### src/rtl/cpu6502_pkg.sv
// Shared encodings for the 6502-style datapath and its control FSM.
package cpu6502_pkg;

  // address_select encodings, shared with the control FSM
  localparam logic ADDR_PC   = 1'b0;
  localparam logic ADDR_ZERO = 1'b1;

  // read/write strobe encodings
  localparam logic RW_READ  = 1'b1;
  localparam logic RW_WRITE = 1'b0;

  // Reset vector low byte; the high byte is fetched from RESET_VECTOR + 1
  localparam logic [15:0] RESET_VECTOR = 16'hFFFC;

  // Opcode shown in opcode_reg until the first instruction is latched
  localparam logic [7:0] NOP_OPCODE = 8'hEA;

  // Reset-vector sequencer states; RUN is terminal until reset
  typedef enum logic [1:0] {
    SEQ_VEC_LO = 2'd0,
    SEQ_VEC_HI = 2'd1,
    SEQ_RUN    = 2'd2
  } seq_state_t;

endpackage

### src/rtl/program_counter.sv
// 16-bit program counter with byte-wise loads and a wrapping increment.
// The owner guarantees loads and increment are never asserted together
// for the same byte; if they are, the byte load wins for that byte.
module program_counter (
  input  logic        clk,
  input  logic        rst,
  input  logic [7:0]  data,
  input  logic        load_lo,
  input  logic        load_hi,
  input  logic        increment,
  output logic [15:0] pc
);

  logic [15:0] pc_next;

  // Next-value selection: increment first, byte loads override their byte
  always_comb begin
    pc_next = pc;
    if (increment) pc_next = pc + 16'd1;
    if (load_lo)   pc_next[7:0]  = data;
    if (load_hi)   pc_next[15:8] = data;
  end

  // PC register, cleared asynchronously while rst is low
  always_ff @(posedge clk or negedge rst) begin
    if (!rst) pc <= 16'h0000;
    else      pc <= pc_next;
  end

endmodule

### src/rtl/address_unit.sv
// Address unit: reset-vector sequencer, operand registers, and the
// combinational memory address mux.
//
// Handshake: there is no valid/ready pair on the data path. 'ready' is a
// level that rises once the reset vector has been fetched and stays high
// until the next reset; every load/increment strobe is a single-edge
// command that is honoured only while ready is high and ignored otherwise.
module address_unit
  import cpu6502_pkg::*;
(
  input  logic        clk,
  input  logic        rst,
  input  logic [7:0]  data_in,
  input  logic        instruction_load,
  input  logic        increment_pc,
  input  logic        dirl_load,
  input  logic        dirh_load,
  input  logic        indirl_load,
  input  logic        indirh_load,
  input  logic        address_select,
  output logic [15:0] address,
  output logic [7:0]  opcode,
  output logic [7:0]  opcode_reg,
  output logic [15:0] pc,
  output logic [15:0] dir_addr,
  output logic [15:0] indir_addr,
  output logic        ready,
  output logic [1:0]  state
);

  seq_state_t state_q;
  seq_state_t state_d;
  logic       run;
  logic [7:0] dirl;
  logic [7:0] dirh;
  logic [7:0] indirl;
  logic [7:0] indirh;

  assign run        = (state_q == SEQ_RUN);
  assign state      = state_q;
  assign opcode     = data_in;
  assign dir_addr   = {dirh, dirl};
  assign indir_addr = {indirh, indirl};

  // The vector bytes go straight into the PC; increments only count in RUN
  program_counter u_program_counter (
    .clk       (clk),
    .rst       (rst),
    .data      (data_in),
    .load_lo   (state_q == SEQ_VEC_LO),
    .load_hi   (state_q == SEQ_VEC_HI),
    .increment (run & increment_pc),
    .pc        (pc)
  );

  // Sequencer state register
  always_ff @(posedge clk or negedge rst) begin
    if (!rst) state_q <= SEQ_VEC_LO;
    else      state_q <= state_d;
  end

  // Next state, ready and address mux decoded from the current state
  always_comb begin
    state_d = state_q;
    ready   = 1'b0;
    address = RESET_VECTOR;
    case (state_q)
      SEQ_VEC_LO: begin
        address = RESET_VECTOR;
        state_d = SEQ_VEC_HI;
      end
      SEQ_VEC_HI: begin
        address = RESET_VECTOR + 16'd1;
        state_d = SEQ_RUN;
      end
      SEQ_RUN: begin
        ready   = 1'b1;
        address = (address_select == ADDR_ZERO) ? {8'h00, dirl} : pc;
      end
      default: begin
        state_d = SEQ_VEC_LO;
      end
    endcase
  end

  // Operand and instruction registers, written only once the vector is in
  always_ff @(posedge clk or negedge rst) begin
    if (!rst) begin
      opcode_reg <= NOP_OPCODE;
      dirl       <= 8'h00;
      dirh       <= 8'h00;
      indirl     <= 8'h00;
      indirh     <= 8'h00;
    end else if (run) begin
      if (instruction_load) opcode_reg <= data_in;
      if (dirl_load)        dirl       <= data_in;
      if (dirh_load)        dirh       <= data_in;
      if (indirl_load)      indirl     <= data_in;
      if (indirh_load)      indirh     <= data_in;
    end
  end

endmodule

### config.mk
export PLATFORM = sky130hd
export DESIGN_NAME = address_unit
export DESIGN_NICKNAME = d
export VERILOG_FILES = /design/src/rtl/cpu6502_pkg.sv /design/src/rtl/program_counter.sv /design/src/rtl/address_unit.sv
export SDC_FILE = /design/constraint.sdc
export NUM_CORES = 1
export LEC_CHECK = 0
export CAP_MARGIN = 10
export CORE_AREA = 2 2 93 95
export CTS_CLUSTER_DIAMETER = 100
export DETAILED_ROUTE_END_ITERATION = 7
export DIE_AREA = 0 0 95 97
export SYNTH_ARGS = -nofsm -noshare
export SYNTH_HDL_FRONTEND = slang
export SYNTH_SLANG_ARGS = --single-unit
export TNS_END_PERCENT = 20
### constraint.sdc
create_clock -name clk -period 4.9 [get_ports clk]
set_input_delay 1.225 -clock clk [delete_from_list [all_inputs] [get_ports clk]]
set_output_delay 1.225 -clock clk [all_outputs]
set_load 0.005 [all_outputs]
Word-level counts from Yosys, hierarchy flattened
Index checks and enable logic that the tools add are counted.
- output and inout bits: 83
- RAM bits: 0
- memories kept: 0
- bits in read-only memories: 0
- latch bits: 0
- register bits after elaboration: 58
- input bits: 17
- $mul: 0
- magnitude comparators: 0
- bitwise gates (word level): 1
- div/mod/pow operators: 0
- $add $sub $neg: 1
- muxes and demuxes: 7
- reduce and logical (&&, ||, !) cells: 8
- equal/unequal tests: 2
- shifts and indexed selects: 0
- operator list (operator ; count):
    16-bit 2-to-1 mux ; 2
    16-bit case mux with 2 select lines ; 1
    16-bit by 1-bit adder with 16-bit output, second input constant ; 1
    8-bit 2-to-1 mux ; 2
    2-bit AND reduction ; 5
    2-bit case mux with 3 select lines ; 1
    2-bit nonzero test ; 2
    2-bit by 1-bit == test with 1-bit output, second input constant ; 1
    2-bit == test, second input constant ; 1
    2-bit logical NOT ; 1
    1-bit bitwise AND ; 1
    1-bit 2-to-1 mux ; 1

Longest topological paths before layout
Gate-level depths: netlist of run 1.
- depth after elaboration: 4
- mapped depth: 7
- mapped depth without buffers: 6

Modules after synthesis
A second synthesis of run 1 with hierarchy kept.
- cells, all modules: 240
- area, all modules: 3005.4 µm²
- by module, submodules not included (module ; instances ; cells each ; sequential area each (µm²) ; area an instance (µm²)):
    address_unit ; 1 ; 137 ; 1057.3 ; 2034.5
    program_counter ; 1 ; 103 ; 400.4 ; 970.9

Worst setup path before layout of run 1
No wires, ideal clock.
- path kind: in2out
- start: in address_select
- end: out address[0]
- buffers on the path: 1
- arrival: 2.087 ns
- setup slack: 1.588 ns
- cell stages on the path: 4
- cells stage by stage: clkbuf_1 > mux2_2 > a21oi_1 > nor2b_1
- cells in the longest elaborated chain, start to end: 2
- RTL lines (element ; RTL line ; source):
    start, declared ; address_unit.sv:20 ; input logic address_select,
    16-bit 2-to-1 mux ; address_unit.sv:78 ; address = (address_select == ADDR_ZERO) ? {8'h00, dirl} : pc;
    16-bit case mux with 2 select lines ; address_unit.sv:67 ; case (state_q)
    end, declared ; address_unit.sv:21 ; output logic [15:0] address,
Every way passes these cells.

Final worst setup path of run 1
- start: in address_select
- end: out address[12]
The elaborated chain is that of the path after synthesis.

==> impl_metrics.yaml, run 1 <==
synthesis:
  post_synth_main_area_contributors: "sky130_fd_sc_hd__dfrtp_1, sky130_fd_sc_hd__mux2_2, sky130_fd_sc_hd__dfstp_2"
  synth.yosys.warnings: 0
  postSynthAreaPerCell_sq_um: 12.07
  mappedNetlistNets: 252
  synthDominantAreaCellType: "sky130_fd_sc_hd__dfrtp_1"
  seq_total_area_yosys_pct: 52.29
  synth_largest_type_area_fraction_pct: 47.58
  flip_flop_and_latch_count_after_synthesis: 58
  netlist_area_pre_place_sq_um: 2788
  netlist-cell-type-count: 29
  syn_inst: 231
drt:
  avg_wl_per_cell_microns: 16.45
  met1Wirelength_microns: 3051
  wl_met2_microns: 3652
  viasPerCell: 4.875
  topRoutingLayerUsed: "met4"
  wl_met3_microns: 452
  dr_total_vias: 2140
  drtAntennaViolNets: 0
  drtPass1Iterations: 4
  wirelength_microns: 7223
  drc_errors: 0
  detail_route.iter0.violations: 55
final_layout:
  final_layout_size_suffix_gt1_share_pct: 22.75
  n_fill_cell: 760
  num_antenna_cells: 0
  finish.net_count: 350
  largest_reg_flops: 16
  layout_commonest_cell: "sky130_fd_sc_hd__clkdlybuf4s50_1"
  final_cell_mix: "sky130_fd_sc_hd__clkdlybuf4s50_1, sky130_fd_sc_hd__dfrtp_1, sky130_fd_sc_hd__mux2_2"
  area.growth.synth_to_final_pct: 44.79
  biggest_register: "u_program_counter.pc"
clock_network:
  clk_path_buf_depth: 2
  cts-root-buf: "sky130_fd_sc_hd__clkbuf_8"
  resize_count_post_cts: 0
  tritoncts: "built"
  worst_setup_hold_path_clk_slew_ps: 60
  cts_buffers: 9
  clkSinkCount: 58
  post-cts-setup-buffer-count: 0
  ctsHtreeMaxLevel: 3
  hold_buffers: 0
  insertion_delay_ps: 330
global_routing:
  wire_length_of_the_first_global_routing_pass_microns: 11470
  overflow: 0
  grt_antenna_before_repair: 0
  grt_pass1_vias: 2168
  pin_count_of_the_biggest_net_entering_global_routing: 59
  grt_usage_pct: 16.51
die:
  placementRows: 33
  floorplan.die.height_microns: 97
  pin_count: 100
  die_area_sq_um: 9215
  initial_utilization_pct: 34.27
  core-area_sq_um: 8134
  die_width_microns: 95
pwr:
  switching_share_pct: 28.96
  internal_power_w: 0.001105
  share_comb_of_total_power_pct: 30.3
  flop_pwr_share_pct: 42.9
  pwr_density_nw_per_um2: 385.2
  largest_voltage_drop_on_the_vdd_net_uv: 175.7
  leakage_power_of_the_design_nw: 1.691
  clock_power_share_pct: 26.8
  p_sw_w: 0.0004502
run:
  cap_violations: 0
critical_path:
  start_kind: "primary input"
  worst_path_max_delay_cell: "sky130_fd_sc_hd__clkdlybuf4s50_1"
  worstPathRequired_ps: 3670
  path_class: "primary input to output port"
  worst_path_cell_trace: "clkdlybuf4s50_1 -> nor2b_1 -> a21o_1 -> clkdlybuf4s50_1"
  arrival_ps: 3150
  crit_fanout: 10
  endpoint_kind: "output port"
  timing.critical_path.slowest_cell_delay_ps: 690
  crit_path_frequent_cell: "sky130_fd_sc_hd__clkdlybuf4s50_1"
sta:
  hold_slack_ps: 503.4
  timing_max_transition_violations_final: 0
  max_slew_margin_pct: 50.08
  maxClockFrequency_mhz: 228.6
  setup_total_negative_slack_ps: 0
  finalCritPeriodShare_pct: 89.26
  rsz0062_at_grt: "no"
  timing.clock.skew_ps: 6.307
  final_hold_viol_count: 0
  tightestPinTransition_ps: 748.8
  setup_violations: 0
  finalCriticalPeriod_ps: 4374
min_path:
  worstHoldPathType: "flop to flop"
place:
  global_placer_s_final_weighted_congestion: 0.7867
  placement.io_buffers: 99
  hpwlAfterDp_microns: 5100
run_status:
  run_status: "finished, final reports clean"
-- layer usage --
metal / global-route usage [%] / up-vias
met4: 5.351 / 0
li1: - / 1005
met5: 0 / -
met3: 5.452 / 5
met2: 27.44 / 67
met1: 19.98 / 1063
-- cells by family (layout without fill, tap and decap cells) --
kind of cell	count (synthesis)	after routing	share of synthesized area, %
xor gates and xnor gates	13	13	4.084
buffers and inverters	20	123	3.815
muxes	50	50	20.11
AOI/OAI and AO/OA	34	34	7.899
adders and majority gates	4	4	1.795
DFF	58	58	52.29
and+or+nand+nor	52	52	10.01
-- through the flow --
step | util, % | cell area (sq um) | power, W | worst slack (ps) | cells
after floorplan | - | 2788 | 0.0008436 | 1588 | 231
after CTS | 49.62 | 4036 | 0.001581 | 480.1 | 439
after global routing | 49.62 | 4036 | 0.001656 | 431.2 | 439
final | 49.62 | 4036 | 0.001555 | 526.1 | 439
after global placement | 47.25 | 3844 | 0.001148 | 562.7 | 423
after detailed placement | 47.25 | 3844 | 0.001154 | 484.1 | 423
-- layout make-up --
type                    count  area (sq um)  area share, %
well taps                 105         131.4          3.255
clock inverters             2         10.01         0.2480
inverters                   4         15.01         0.3720
clock buffers              14         182.7          4.526
repair buffers            103          1016          25.17
flip-flops and latches     58          1458          36.11
multi-input cells         153          1224          30.32
-- worst max-delay path, delay by kind of cell --
kind | cells | cell delay (ps)
AOI/OAI and AO/OA | 1 | 200
buffers and inverters | 2 | 1190
and+or+nand+nor | 1 | 530
-- power by group through the flow --
stage,combinational (W),sequential [W],clock (W)
floorplan,0.000186,0.000658,0
global placement,0.000473,0.000674,0
detailed placement,0.000477,0.000677,0
CTS,0.000479,0.000668,0.000434
global route,0.000519,0.000682,0.000455
finish,0.000471,0.000668,0.000416
-- path summary, 6_finish.rpt --
kind                                     start                        to  slack [ps]  cells after the start
worst max-delay path            address_select               address[12]         530                      4
worst min-delay path                   dirh[5]                   dirh[5]         500                      1
worst max register to register        state[0]  u_program_counter.pc[15]        2790                      7
worst min register to register         dirh[5]                   dirh[5]         500                      1
max in group asynchronous                  rst                   dirh[2]        3350                      2
min in group asynchronous                  rst                  state[1]        1050                      2
-- Yosys cell counts --
library cell / count
sky130_fd_sc_hd__and4_1: 2
sky130_fd_sc_hd__xnor2_1: 5
sky130_fd_sc_hd__or3_1: 1
sky130_fd_sc_hd__a21o_1: 14
sky130_fd_sc_hd__nand3_2: 1
sky130_fd_sc_hd__inv_1: 4
sky130_fd_sc_hd__o31a_1: 4
sky130_fd_sc_hd__nor4_1: 5
sky130_fd_sc_hd__buf_1: 1
sky130_fd_sc_hd__buf_2: 1
sky130_fd_sc_hd__dfstp_2: 5
sky130_fd_sc_hd__o21ai_1: 9
sky130_fd_sc_hd__nand3_1: 3
sky130_fd_sc_hd__nand2b_1: 3
sky130_fd_sc_hd__a21oi_1: 1
sky130_fd_sc_hd__or4_4: 1
sky130_fd_sc_hd__buf_4: 8
sky130_fd_sc_hd__mux2_2: 48
sky130_fd_sc_hd__and3_1: 1
sky130_fd_sc_hd__ha_1: 4
sky130_fd_sc_hd__nand2_1: 25
sky130_fd_sc_hd__dfrtp_1: 53
sky130_fd_sc_hd__nand4_2: 1
sky130_fd_sc_hd__nand4_1: 6
sky130_fd_sc_hd__xor2_1: 8
sky130_fd_sc_hd__mux2i_1: 2
sky130_fd_sc_hd__clkbuf_1: 6
sky130_fd_sc_hd__nor2b_1: 3
sky130_fd_sc_hd__o21ai_0: 6
No activity file was read; power rests on OpenSTA's default activity.
==> run 2: changes to the inputs <==
Settings changed: SETUP_SLACK_MARGIN from default to 0.4.
==> results of run 2 <==
The final DEF is identical to that of run 1; final timing and power are the same.
==> run 3: changes to the inputs <==
--- a/config.mk
+++ b/config.mk
@@ -7,8 +7,8 @@
 export LEC_CHECK = 0
 export CAP_MARGIN = 10
-export CORE_AREA = 2 2 93 95
+export CORE_AREA = 5 5 96 98
 export CTS_CLUSTER_DIAMETER = 100
 export DETAILED_ROUTE_END_ITERATION = 7
-export DIE_AREA = 0 0 95 97
+export DIE_AREA = 0 0 101 103
 export SETUP_SLACK_MARGIN = 0.4
 export SYNTH_ARGS = -nofsm -noshare
==> constraint.sdc (replaced) <==
create_clock -name clk -period 4.9 [get_ports clk]
set_input_delay 1.225 -clock clk [delete_from_list [all_inputs] [get_ports clk]]
set_output_delay 1.225 -clock clk [all_outputs]
set_load 0.1 [all_outputs]
==> run 3 against run 2 <==
  * Clock skew about the same
  * Combinational power rose to 2.8 times the previous value
  * Final cell count is the same
  * Clock-buffer cell count decreased by 4
  * Register-to-register slack worse by 80 ps
  * Design area about the same
  * Critical path type unchanged
  * Largest cell class unchanged
==> impl_metrics.yaml, run 3 (synthesis results as in run 1) <==
run_status:
  run_status: "finished, final reports clean"
clock_network:
  clk_path_buf_depth: 2
  resize_count_post_cts: 0
  post-cts-setup-buffer-count: 0
  tritoncts: "built"
  clkSinkCount: 58
  cts_buffers: 9
  worst_setup_hold_path_clk_slew_ps: 70
  cts-root-buf: "sky130_fd_sc_hd__clkbuf_8"
  insertion_delay_ps: 330
  ctsHtreeMaxLevel: 3
  hold_buffers: 0
die:
  initial_utilization_pct: 33.26
  core-area_sq_um: 8381
  die_area_sq_um: 10400
  floorplan.die.height_microns: 103
  pin_count: 100
  die_width_microns: 101
  placementRows: 34
place:
  numPlacedInstances: 423
  global_placer_s_final_weighted_congestion: 0.7609
  dpl_cell_area_sq_um: 3872
  placement.io_buffers: 99
  hpwlAfterDp_microns: 5270
drt:
  viasPerCell: 4.945
  drtAntennaViolNets: 0
  drtPass1Iterations: 4
  wirelength_microns: 7416
  dr_total_vias: 2171
  detail_route.iter0.violations: 45
  avg_wl_per_cell_microns: 16.89
  drc_errors: 0
global_routing:
  grt_usage_pct: 14.81
  grt_pass1_vias: 2259
  grt_antenna_before_repair: 0
  wire_length_of_the_first_global_routing_pass_microns: 11810
  overflow: 0
  pin_count_of_the_biggest_net_entering_global_routing: 59
critical_path:
  crit_fanout: 10
  path_class: "primary input to output port"
  endpoint_kind: "output port"
  regToRegSetupSlack_ps: 2710
  start_kind: "primary input"
  worstPathRequired_ps: 3670
  arrival_ps: 2890
final_layout:
  num_antenna_cells: 0
  final-instance-count-excl-fill: 439
  finish.instance_area_sq_um: 4034
  area.growth.synth_to_final_pct: 44.70
  layout_commonest_cell: "sky130_fd_sc_hd__clkdlybuf4s50_1"
  biggest_register: "u_program_counter.pc"
  final_layout_size_suffix_gt1_share_pct: 30.21
  largest_reg_flops: 16
  finish.net_count: 347
  final_cell_mix: "sky130_fd_sc_hd__clkdlybuf4s50_1, sky130_fd_sc_hd__dfrtp_1, sky130_fd_sc_hd__mux2_2"
pwr:
  report.power.total_w: 0.002351
  largest_voltage_drop_on_the_vdd_net_uv: 219.4
  pwr_density_nw_per_um2: 582.9
  leakage_power_of_the_design_nw: 1.723
sta:
  tightestPinTransition_ps: 1033
  max_slew_margin_pct: 30.94
  finalCritPeriodShare_pct: 83.93
  timing.clock.skew_ps: 6.351
  finalCriticalPeriod_ps: 4112
  setup_total_negative_slack_ps: 0
  setup_violations: 0
  rsz0062_at_grt: "no"
  final_hold_viol_count: 0
  timing_max_transition_violations_final: 0
  maxClockFrequency_mhz: 243.2
min_path:
  worstHoldPathType: "flop to flop"
run:
  cap_violations: 0
-- run 3: routing by layer --
metal | up-vias | track usage (%) | part of all wire, %
li1 | 1007 | - | -
met1 | 1089 | 18.17 | 43
met2 | 64 | 24.56 | 49
met3 | 11 | 4.871 | 7.1
met4 | 0 | 5.215 | 1.5
met5 | - | 0 | 0
-- run 3: final cells by class --
cell class | count | area [sq um]
Fill cell | 774 | 4347
Sequential cell | 58 | 1458
Multi-Input combinational cell | 153 | 1231
Timing Repair Buffer | 100 | 1033
Tap cell | 108 | 135.1
Clock buffer | 10 | 127.6
Clock inverter | 6 | 33.78
Inverter | 4 | 15.01
-- run 3: worst max-delay path, stage by stage --
cell	delay, ps
sky130_fd_sc_hd__clkdlybuf4s50_1	680
sky130_fd_sc_hd__nor2b_1	550
sky130_fd_sc_hd__a21o_1	240
sky130_fd_sc_hd__buf_12	180
-- run 3: where the power goes --
group,internal (W),switching [W]
clock network,0.000180,0.000195
logic,0.000313,0.000998
registers,0.000561,0.000105
-- run 3: through the flow --
stage	hold WS, ps	utilization (%)	worst slack [ps]
3_3_place_gp	488.1	46.21	816.6
6_report	508.8	48.13	787.5
3_5_place_dp	492.6	46.21	751.7
4_1_cts	509.2	48.13	758.8
2_1_floorplan	854.6	-	513.9
5_1_grt	530.1	48.13	667.1
-- run 3: path summary, 6_finish.rpt --
check,end,startpoint,cells after the start
worst max-delay path,address[8],address_select,4
worst min-delay path,indirh[0],indirh[0],1
worst max register to register,u_program_counter.pc[15],state[0],6
worst min register to register,indirh[0],indirh[0],1
max in group asynchronous,u_program_counter.pc[2],rst,2
min in group asynchronous,state[1],rst,2
